==> config.mk <==
export PLATFORM = sky130hd
export DESIGN_NAME = shift_deser_flat
export DESIGN_NICKNAME = d
export VERILOG_FILES = /design/src/rtl/shift_deser_if.sv /design/src/rtl/shift_deser.sv /design/src/flat_wrapper.sv
export SDC_FILE = /design/constraint.sdc
export NUM_CORES = 1
export LEC_CHECK = 0
export ABC_AREA = 1
export BUFFER_PORTS_ARGS = -buffer_cell sky130_fd_sc_hd__buf_4
export CAP_MARGIN = 20
export CELL_PAD_IN_SITES_DETAIL_PLACEMENT = 1
export CELL_PAD_IN_SITES_GLOBAL_PLACEMENT = 1
export CORE_ASPECT_RATIO = 0.6
export CORE_MARGIN = 4
export CORE_UTILIZATION = 30
export CTS_BUF_LIST = sky130_fd_sc_hd__clkbuf_8
export DETAILED_ROUTE_END_ITERATION = 10
export PLACE_DENSITY_LB_ADDON = 0.1
export SLEW_MARGIN = 20
export SYNTH_ARGS = -nofsm -noshare
export SYNTH_HDL_FRONTEND = slang
export SYNTH_SLANG_ARGS = --single-unit
==> constraint.sdc <==
create_clock -name clk -period 3.8 [get_ports clk]
set_input_delay 0.76 -clock clk [delete_from_list [all_inputs] [get_ports clk]]
set_output_delay 0.76 -clock clk [all_outputs]
set_load 0.005 [all_outputs]
==> src/rtl/shift_deser_if.sv <==
// Serial-link and word-output signals of the shift_deser receiver.
// The slave modport is the receiver side; master is the link/consumer side.
interface shift_deser_if #(
    parameter int WIDTH = 4
) ();
    localparam int CW = $clog2(WIDTH);

    logic             bit_in;
    logic             bit_valid;
    logic             sync;
    logic             msb_first;
    logic             clr;
    logic [WIDTH-1:0] dout;
    logic             dout_valid;
    logic             dout_ready;
    logic [CW-1:0]    bit_cnt;
    logic             ovf;

    modport slave (
        input  bit_in, bit_valid, sync, msb_first, clr, dout_ready,
        output dout, dout_valid, bit_cnt, ovf
    );

    modport master (
        output bit_in, bit_valid, sync, msb_first, clr, dout_ready,
        input  dout, dout_valid, bit_cnt, ovf
    );
endinterface

==> src/rtl/shift_deser.sv <==
// Serial-in, parallel-out receiver with selectable bit order, a one-word
// valid/ready output buffer and a sticky overflow flag for dropped words.
module shift_deser #(
    parameter int WIDTH = 4
) (
    input  logic          clk,
    input  logic          rst,
    shift_deser_if.slave  bus
);
    localparam int CW = $clog2(WIDTH);
    localparam logic [CW-1:0] LAST = CW'(WIDTH - 1);

    logic [WIDTH-1:0] sh_q;
    logic [CW-1:0]    cnt_q;
    logic             ord_q;
    logic [WIDTH-1:0] dout_q;
    logic             dout_valid_q;
    logic             ovf_q;

    logic             first;
    logic             ord_eff;
    logic             complete;
    logic [WIDTH-1:0] shifted;
    logic [CW-1:0]    cnt_nxt;

    // The first bit of a word uses the live msb_first; later bits use the latched order.
    assign first    = (cnt_q == '0) || bus.sync;
    assign ord_eff  = first ? bus.msb_first : ord_q;
    assign shifted  = ord_eff ? {sh_q[WIDTH-2:0], bus.bit_in}
                              : {bus.bit_in, sh_q[WIDTH-1:1]};
    assign complete = bus.bit_valid && !bus.clr && !bus.sync && (cnt_q == LAST);
    assign cnt_nxt  = complete ? '0 : (bus.sync ? CW'(1) : cnt_q + CW'(1));

    always_ff @(posedge clk) begin
        if (rst) begin
            sh_q         <= '0;
            cnt_q        <= '0;
            ord_q        <= 1'b0;
            dout_q       <= '0;
            dout_valid_q <= 1'b0;
            ovf_q        <= 1'b0;
        end else begin
            if (bus.clr) begin
                cnt_q <= '0;
                ovf_q <= 1'b0;
            end else if (bus.bit_valid) begin
                sh_q  <= shifted;
                cnt_q <= cnt_nxt;
                if (first) ord_q <= bus.msb_first;
            end

            // A completed word may replace a word consumed on the same edge.
            if (complete) begin
                if (!dout_valid_q || bus.dout_ready) begin
                    dout_q       <= shifted;
                    dout_valid_q <= 1'b1;
                end else begin
                    ovf_q <= 1'b1;
                end
            end else if (dout_valid_q && bus.dout_ready) begin
                dout_valid_q <= 1'b0;
            end
        end
    end

    assign bus.dout       = dout_q;
    assign bus.dout_valid = dout_valid_q;
    assign bus.bit_cnt    = cnt_q;
    assign bus.ovf        = ovf_q;
endmodule
==> src/flat_wrapper.sv <==
// flat-port wrapper written by rule: the top's interface ports become plain ports
module shift_deser_flat 
#(
    parameter int WIDTH = 4
)
  (clk, rst, bus_bit_in, bus_bit_valid, bus_sync, bus_msb_first, bus_clr, bus_dout_ready, bus_dout, bus_dout_valid, bus_bit_cnt, bus_ovf);
  shift_deser_if #(.WIDTH(WIDTH)) bus_i ();
  input  logic clk;
  input  logic rst;
  input wire logic [$bits(bus_i.bit_in)-1:0] bus_bit_in;
  input wire logic [$bits(bus_i.bit_valid)-1:0] bus_bit_valid;
  input wire logic [$bits(bus_i.sync)-1:0] bus_sync;
  input wire logic [$bits(bus_i.msb_first)-1:0] bus_msb_first;
  input wire logic [$bits(bus_i.clr)-1:0] bus_clr;
  input wire logic [$bits(bus_i.dout_ready)-1:0] bus_dout_ready;
  output wire logic [$bits(bus_i.dout)-1:0] bus_dout;
  output wire logic [$bits(bus_i.dout_valid)-1:0] bus_dout_valid;
  output wire logic [$bits(bus_i.bit_cnt)-1:0] bus_bit_cnt;
  output wire logic [$bits(bus_i.ovf)-1:0] bus_ovf;
  assign bus_i.bit_in = bus_bit_in;
  assign bus_i.bit_valid = bus_bit_valid;
  assign bus_i.sync = bus_sync;
  assign bus_i.msb_first = bus_msb_first;
  assign bus_i.clr = bus_clr;
  assign bus_i.dout_ready = bus_dout_ready;
  assign bus_dout = bus_i.dout;
  assign bus_dout_valid = bus_i.dout_valid;
  assign bus_bit_cnt = bus_i.bit_cnt;
  assign bus_ovf = bus_i.ovf;
  shift_deser #(.WIDTH(WIDTH)) u_core (.clk(clk), .rst(rst), .bus(bus_i));
endmodule
==> flow_summary.json <==
{
  "outcome": "complete, no violations",
  "dr_total_vias": 732,
  "drtAntennaViolNets": 0,
  "min_period_over_period_pct": 40.7,
  "grt_overflow": 0,
  "final_nets": 137,
  "hold_class": "register to register",
  "synth_top_area_share_pct": 35.0,
  "slew_headroom_pct": 76.4,
  "synth.avg_cell_area_sq_um": 6.89,
  "tightest_slew_ps": 354,
  "path_buf_inv": 1,
  "synthTopCellsByCount": "inv_1, nand2_1, nand3_1",
  "grtUsageTotal_pct": 14.5,
  "cts.hold.buffers_added": 0,
  "area_growth_pct": 25.4,
  "cts-resized-gates": 0,
  "clk_pin_slew_ps": 60,
  "die-area_sq_um": 3370,
  "dominantRegCellSynth": "dfxtp_1",
  "finalSetupViolations": 0,
  "synth-seq-cells": 13,
  "placed_area_sq_um": 887,
  "worst_slack_ps": 2250,
  "arrival_ps": 790,
  "antenna_cells": 0,
  "synth_cell_types": 19,
  "grt_first_pass_wirelength_mm": 3.55,
  "gp_congestion": 0.850,
  "htreeDepth": 1,
  "remaining_drc_errors": 0,
  "synth-edff-count": 0,
  "wirelength_mm": 2.01,
  "routed_via_density": 4.69,
  "cap_violations": 0,
  "synth.most_common_cell": "inv_1",
  "grt_antenna_before_repair": 0,
  "p_total_mw": 0.320,
  "final_max_slew_viol_count": 0,
  "busiest_layer": "met1",
  "rsz0062_at_grt": "no",
  "slowest_delay_ps": 400,
  "insertion_delay_ps": 250,
  "timing.fmax_mhz": 647,
  "clk_path_buf_depth": 2,
  "placementRows": 13,
  "startpoint": "u_core.bus.bit_cnt[0]$_SDFFE_PP0P_",
  "cts_made_buffers": 3,
  "worst_path_dominant_cell_family": "flip-flops",
  "path_class": "register to output pin",
  "syn_nets": 118,
  "ys_seq_area_share_pct": 35.0,
  "synth_top_area_cell": "dfxtp_1",
  "crit_fanout": 4,
  "yosysWarnings": 0,
  "drtPass1Iterations": 4,
  "final_cell_area_sq_um": 933,
  "cts_root_buffer": "clkbuf_8",
  "min_from": "u_core.bus.ovf$_SDFF_PP0_",
  "worst_setup_path_end_kind": "output pin",
  "totalNegativeSetupSlack_ps": 0,
  "finClkSkew_ps": 3.20,
  "critPathRequiredTime_ps": 3040,
  "synthArstFlopShare_pct": 0,
  "crit_chain": "buf_4",
  "drive_gt1_share_pct": 21.4,
  "cts_tree": "built",
  "cts_sinks": 13,
  "post_cts_buffers": 0,
  "start_kind": "register",
  "initial_core_util_pct": 32.9,
  "ir_worst_vdd_mv": 0.130,
  "r2r_start": "u_core.bus.bit_cnt[0]$_SDFFE_PP0P_",
  "syn_area_sq_um": 744,
  "use_met2_pct": 18.1,
  "io_buffers": 15,
  "pre_cts_ws_ps": 2110,
  "dieWidth_microns": 72.3,
  "grt_pass1_vias": 683,
  "synthTopCellsByArea": "dfxtp_1, nand3_1, inv_1",
  "hold_violations": 0,
  "core_sq_um": 2260,
  "min_period_ps": 1550,
  "grt_start_max_net_pins": 10,
  "initialDrtViolationCount": 78,
  "wl_per_cell_microns": 12.9,
  "final_core_util_pct": 41.3,
  "io_pins": 16,
  "cpMaxStageDelayCell": "dfxtp_1",
  "met3_usage_pct": 4.79,
  "dp_hpwl_mm": 1.59,
  "netlist_instances": 108,
  "fp.dieH_microns": 46.6,
  "met1_usage_pct": 22.2,
  "power_density_nw_per_um2": 343,
  "p_leak_nw": 0.489
}
==> cell usage in the layout, fill, tap and decap left out, drive strengths merged <==
cell    instances
o21ai           3
clkinv          1
nand3          22
o21a            1
dfxtp          13
inv            24
o211ai          1
ha              2
o21bai          1
nand2          23
buf            15
clkbuf          3
nor2            6
o31ai           1
a21oi          10
==> registers in the layout (all words and copies together) (netlist names) <==
name,count
u_core.bus.dout,4
u_core.sh_q,4
u_core.bus.bit_cnt,2
u_core.bus.dout_valid,1
u_core.bus.ovf,1
u_core.ord_q,1
==> layer usage <==
layer  up-vias  share of wire [%]
met4         0                1.1
li1        380                  -
met2        14                 36
met3         5                5.0
met5         -                  0
met1       333                 58
==> power breakdown <==
| part | internal (mW) | total, mW | switching (mW) |
|---|---|---|---|
| Sequential | 0.141 | 0.144 | 0.00362 |
| Clock | 0.0727 | 0.131 | 0.0579 |
| Combinational | 0.0177 | 0.0456 | 0.0278 |
==> cell families (layout without fill, tap and decap cells) <==
group | Yosys count | count (layout) | synth area share, %
flip-flops | 13 | 13 | 35.0
AO/OA/AOI/OAI | 17 | 17 | 14.8
adder cells (fa/ha/maj) | 2 | 2 | 3.36
buffers and inverters | 25 | 43 | 13.1
AND/OR/NAND/NOR | 51 | 51 | 33.8
==> cell type report <==
type                       instances  area (sq um)
fill                             305          1330
multi-input combinational         70           387
sequential                        13           260
timing repair buffer              15           113
inverter                          24          90.1
clock buffer                       3          41.3
tap                               30          37.5
clock inverter                     1          5.00
==> worst paths after layout <==
| kind | to | slack [ps] | cells after the start |
|---|---|---|---|
| min | u_core.bus.ovf$_SDFF_PP0_ | 470 | 2 |
| max reg2reg | u_core.bus.dout[0]$_SDFFE_PP0P_ | 2290 | 6 |
| min reg2reg | u_core.bus.ovf$_SDFF_PP0_ | 470 | 2 |
| max | bus_bit_cnt[0] | 2250 | 1 |
==> per-stage QoR <==
stage,std cells,hold slack [ps]
2_1_floorplan,108,452
3_3_place_gp,152,448
3_5_place_dp,152,457
4_1_cts,156,475
5_1_grt,156,519
6_report,156,468
Power figures use the tool's default switching activity.
